`src/rtl/in_fm_tile_scheduler.sv`:
```
// Walks one input-feature-map layer tile by tile (col, then row, then channel),
// pacing mover transfers against the free input-buffer credits.
module in_fm_tile_scheduler #(
   parameter int AW   = 32,
   parameter int M    = 32,
   parameter int R    = 64,
   parameter int C    = 32,
   parameter int Tm   = 8,
   parameter int Tr   = 16,
   parameter int Tc   = 8,
   parameter int NBUF = 2
) (
   input  logic          clk,
   input  logic          rst,
   input  logic          start,
   output logic          done,
   output logic          busy,
   output logic          tile_start,
   input  logic          tile_done,
   output logic [AW-1:0] tile_base_m,
   output logic [AW-1:0] tile_base_row,
   output logic [AW-1:0] tile_base_col,
   input  logic          tile_consumed,
   output logic [3:0]    credits
);

   typedef enum logic [1:0] {S_IDLE, S_ISSUE, S_WAIT, S_FIN} state_t;

   state_t        r_state;
   logic [AW-1:0] r_m;
   logic [AW-1:0] r_row;
   logic [AW-1:0] r_col;
   logic [3:0]    r_credits;
   logic          r_done;
   logic          r_busy;
   logic          r_tile_start;

   logic          w_col_wrap;
   logic          w_row_wrap;
   logic          w_m_wrap;
   logic          w_last;
   logic          w_issue;

   // A counter is at its final value when the next step would reach or pass the edge.
   assign w_col_wrap = (r_col + AW'(Tc)) >= AW'(C);
   assign w_row_wrap = (r_row + AW'(Tr)) >= AW'(R);
   assign w_m_wrap   = (r_m + AW'(Tm)) >= AW'(M);
   assign w_last     = w_col_wrap && w_row_wrap && w_m_wrap;
   assign w_issue    = (r_state == S_ISSUE) && (r_credits != 4'd0);

   always_ff @(posedge clk or negedge rst) begin
      if (!rst) begin
         r_state      <= S_IDLE;
         r_m          <= '0;
         r_row        <= '0;
         r_col        <= '0;
         r_credits    <= 4'(NBUF);
         r_done       <= 1'b0;
         r_busy       <= 1'b0;
         r_tile_start <= 1'b0;
      end else begin
         r_done       <= 1'b0;
         r_tile_start <= 1'b0;

         // An issue and a freed buffer in the same cycle cancel out.
         if (w_issue && !tile_consumed)
            r_credits <= r_credits - 4'd1;
         else if (!w_issue && tile_consumed && (r_credits < 4'(NBUF)))
            r_credits <= r_credits + 4'd1;

         case (r_state)
            S_IDLE: begin
               if (start) begin
                  r_state <= S_ISSUE;
                  r_busy  <= 1'b1;
                  r_m     <= '0;
                  r_row   <= '0;
                  r_col   <= '0;
               end
            end
            S_ISSUE: begin
               if (w_issue) begin
                  r_tile_start <= 1'b1;
                  r_state      <= S_WAIT;
               end
            end
            S_WAIT: begin
               if (tile_done) begin
                  if (w_last) begin
                     r_state <= S_FIN;
                     r_done  <= 1'b1;
                     r_busy  <= 1'b0;
                  end else begin
                     r_state <= S_ISSUE;
                     if (w_col_wrap) begin
                        r_col <= '0;
                        if (w_row_wrap) begin
                           r_row <= '0;
                           r_m   <= r_m + AW'(Tm);
                        end else begin
                           r_row <= r_row + AW'(Tr);
                        end
                     end else begin
                        r_col <= r_col + AW'(Tc);
                     end
                  end
               end
            end
            S_FIN:   r_state <= S_IDLE;
            default: r_state <= S_IDLE;
         endcase
      end
   end

   assign done          = r_done;
   assign busy          = r_busy;
   assign tile_start    = r_tile_start;
   assign tile_base_m   = r_m;
   assign tile_base_row = r_row;
   assign tile_base_col = r_col;
   assign credits       = r_credits;

endmodule
```
`config.mk`:
```
export PLATFORM = sky130hd
export DESIGN_NAME = in_fm_tile_scheduler
export DESIGN_NICKNAME = d
export VERILOG_FILES = /design/src/rtl/in_fm_tile_scheduler.sv
export SDC_FILE = /design/constraint.sdc
export NUM_CORES = 1
export LEC_CHECK = 0
export ABC_AREA = 1
export CAP_MARGIN = 20
export CELL_PAD_IN_SITES_DETAIL_PLACEMENT = 0
export CELL_PAD_IN_SITES_GLOBAL_PLACEMENT = 1
export CORE_ASPECT_RATIO = 2
export CORE_MARGIN = 8
export CORE_UTILIZATION = 39
export CTS_BUF_LIST = sky130_fd_sc_hd__clkbuf_4
export DETAILED_ROUTE_END_ITERATION = 7
export GPL_TIMING_DRIVEN = 0
export PLACE_DENSITY = 0.82
export SLEW_MARGIN = 20
export SYNTH_ARGS = -nofsm -noshare
export SYNTH_HDL_FRONTEND = slang
export SYNTH_SLANG_ARGS = --single-unit
```
`constraint.sdc`:
```
create_clock -name clk -period 2.7 [get_ports clk]
set_input_delay 0.54 -clock clk [delete_from_list [all_inputs] [get_ports clk]]
set_output_delay 0.54 -clock clk [all_outputs]
set_load 0.02 [all_outputs]
```
==> results.txt <==
The arrival time at the worst endpoint came out at 3040 ps. The layout net count was 1183. The tools report the met1 wire length as 7296 µm. In this run the number of H-tree levels came out at 3.

From bottom edge to top edge, the die measures 197.5 µm. Entering global routing, the biggest net connects 56 pins. The ratio of final minimum period to clock period was 0.9771; the number of I/O pins was 108. The tools report the master cell of the clock root buffer as clkbuf_4. The smallest clock period supported by the final layout is computed as 2638 ps. The core area is 16190 µm².

The biggest cell delay along the critical path was 450 ps. The count of nets left with antenna violations after detail routing was 0; the routed wirelength normalized by instance count was 15.13 µm. The Yosys step of the flow raised 0 warnings. The die outline width is 106.8 µm, and the maximum clock skew at final layout is 32.49 ps.

In the synthesized netlist, the cells that appear most often are nand2_1 (382), nor2_1 (154), inv_1 (142), dfrtp_1 (94), nand3_1 (57). The worst setup path is of the flop to flop kind. The unique cell type count in the Yosys netlist is 36. For this design, the sink count on the clock tree is 95. STA classifies the critical path startpoint as a flop. The tools report the cell count after synthesis as 1010. The tools report the register area share after synthesis as 0.3703. The routability congestion estimate was 0.9281; the latest clock arrival within the worst-skew pair was 490 ps.

The async set or reset register ratio after synthesis works out to 1.000. The number of port buffers was 97. The total wirelength of the detailed-routed design was 20910 µm; the wire length on met2 was 11890 µm. The number of buffers inserted during clock tree synthesis is 9, and the final sum of negative setup slack is 0 ps.

The count of flip-flops with a built-in enable after synthesis works out to 0. On the critical path the largest part of the delay comes from simple AND/OR/NAND/NOR gates. Wire segments on met3 add up to 680 µm in the final route.

The class of the tightest hold or removal check was flop to flop. The growth of design area from synthesis to finish came out at 33.58%. The logs give 33060 µm for the first-pass GRT wire length and 5 for the first-pass detailed-route iteration total.

The share of the synthesized area in the top cell type came out at 0.3662. Setup violations remaining at the end of the flow were counted as 0. The share of post-route cells with drive strength above 1 works out to 0.1759. Hold timing on the final database bottoms out at a slack of 493.1 ps. The buffers plus inverters on the worst setup path was 5; the flip-flop and latch count after synthesis was 95. Starting density of the core: 0.3969. The slowest cell on the critical path was dfrtp_1.

By area the synthesized netlist is led by dfrtp_1 (37%), nand2_1 (22%), nor2_1 (9.0%). The run gives 6534 as the number of global-route vias before repair. Row generation in the floorplan step produced 66 rows.

The leakage power of the design is 4.127 nW. The clock transition at the register clock pins on the worst setup and hold paths after CTS was 170 ps; the total global-route track usage was 0.2008. Yosys instantiated no cell more often than nand2_1.

Setup repair after global routing could not meet its margin everywhere. The total count of max-transition violations in the final report was 0; the synthesized area per cell was 6.360 µm². In the routed layout, each cell is associated on average with a via count of 4.823. For this run the aggregate overflow at the end of global routing stands at 0. The iteration-0 DRC count of the detailed router came out at 230. The critical path goes through buf_6, nand3_1, nor2_4, nand3_1, nand2_1, nand2_1, a21oi_2, nand3_2, nor2_1, nand3_1, nand2_2, inv_2, nand2_4, nand3_4, buf_8, clkbuf_16, nand2_1, inv_2. The headroom to the max-slew limit was 0.5282. VDD sags by at most 0.2912 mV. The synthesized netlist occupies a cell area of 6424 µm². Dominant cell type by area after synthesis: dfrtp_1. The routed layout has 6665 vias.

The highest layer touched by signal routing is met4. Die outline area: 21080 µm². Power spread over the standard cell area amounts to 468.2 nW/µm². Along the worst path, the maximum fanout reaches 6. Across the run, the number of max-cap violations was 0. At the pin with the least slew margin, the transition time is 705.1 ps. The count of final hold-check violations came out at 0. Derived from the worst setup path, the maximum achievable clock frequency is 379.1 MHz. The initial antenna violation count is 1. The flow ran to the end, and the final reports show no timing, DRC or antenna violations.

The setup check on the worst reg-to-reg path leaves a slack of 60 ps. For the maximum count of clock buffers along a single path, the log shows 2. For the remaining routing DRC violations, the log shows 0. Dominant register cell in the synthesized netlist: dfrtp_1.

The sum of net half-perimeters after detailed placement was 16200 µm. STA classifies the critical path endpoint as a flop. The filler cell count was 1729. TritonCTS built the clock tree.

The endpoint required time on the critical path came out at 3100 ps.
power by group:
part / internal [mW] / switching (mW) / leakage, nW / total, mW
clock network: 0.304 / 0.523 / 0.0711 / 0.827
registers: 1.53 / 0.0873 / 1.26 / 1.62
logic: 0.647 / 0.929 / 2.80 / 1.58
area by class of cell:
type	instances	area (µm²)	share of cell area
Clock buffer	11	82.58	0.009624
Tap cell	204	255.2	0.02975
Buffer	22	168.9	0.01969
Sequential cell	95	2415	0.2814
Inverter	155	584.3	0.06810
Clock inverter	5	57.56	0.006707
Multi-Input combinational cell	748	3649	0.4252
Antenna cell	1	2.502	0.0002916
Timing Repair Buffer	141	1366	0.1592
tightest hold or removal path: stages, from the launching register on:
cell,delay (ps)
dfrtp_1,380
nand2_1,50
nand2_1,50
through the flow:
stage	power [mW]	cells	instance area (µm²)	util	worst slack, ps
floorplan	2.416	1019	6457	-	192.6
global placement	2.867	1320	7684	0.4747	-2627
detailed placement	2.886	1321	7712	0.4765	-336.4
CTS	3.887	1360	8165	0.5045	1.695
global route	4.237	1382	8581	0.5301	-124.4
finish	4.018	1382	8581	0.5301	61.95
final timing paths:
kind | start | depth (start not counted) | end
hold / removal | busy | 2 | busy
min in group asynchronous | rst | 2 | tile_start
setup reg to reg | tile_base_col[6] | 18 | tile_base_m[27]
hold reg to reg | busy | 2 | busy
max in group asynchronous | rst | 3 | tile_base_col[15]
setup / recovery | tile_base_col[6] | 18 | tile_base_m[27]
layer usage:
metal / vias to the layer above / GRT usage
li1: 3388 / -
met4: 0 / 0.1281
met1: 3087 / 0.1884
met5: - / 0
met2: 140 / 0.3878
met3: 50 / 0.02908
what timing repair did:
item / CTS / global route
hold buffers: 1 / 0
gates cloned: 1 / 1
endpoints found under the hold margin: 40 / 0
setup buffers: 21 / 20
gates resized for setup: 39 / 89
pin swaps: 13 / 32
endpoints found under the setup margin: 86 / 86
cells in the final DEF (no fill, tap or decap), types with 3 or more instances in the layout:
cell	count
o21ai_1	6
o21ai_0	9
clkbuf_1	3
dfrtp_2	29
nand3_1	51
nor3_1	4
nand3_2	5
and2_1	3
dfrtp_1	65
clkbuf_4	12
inv_2	18
nor2_2	19
o21bai_1	4
nor2_1	135
xor2_1	10
nand2_1	359
a21oi_1	29
inv_1	136
nor2_4	17
nand4_1	18
nand3_4	4
xnor2_1	8
conb_1	10
nand2_4	10
buf_2	3
nand2_2	19
buf_6	6
clkdlybuf4s50_1	96
nand3b_1	14
buf_4	48
flip-flops by register name, summed over array words and instances (netlist names):
signal	count
tile_base_m	29
credits	4
r_state	2
tile_start	1
busy	1
tile_base_col	29
tile_base_row	28
done	1
logic make-up after synthesis:
kind of cell / Yosys count / share of synthesized area
fa+ha+maj: 6 / 0.01286
mux: 2 / 0.003311
simple gates: 658 / 0.4312
xor+xnor: 18 / 0.02454
other cells: 1 / 0.0005838
compound gates: 53 / 0.04421
flops: 95 / 0.3703
buf+inv: 177 / 0.1130
(Power assumes the default switching activity.)
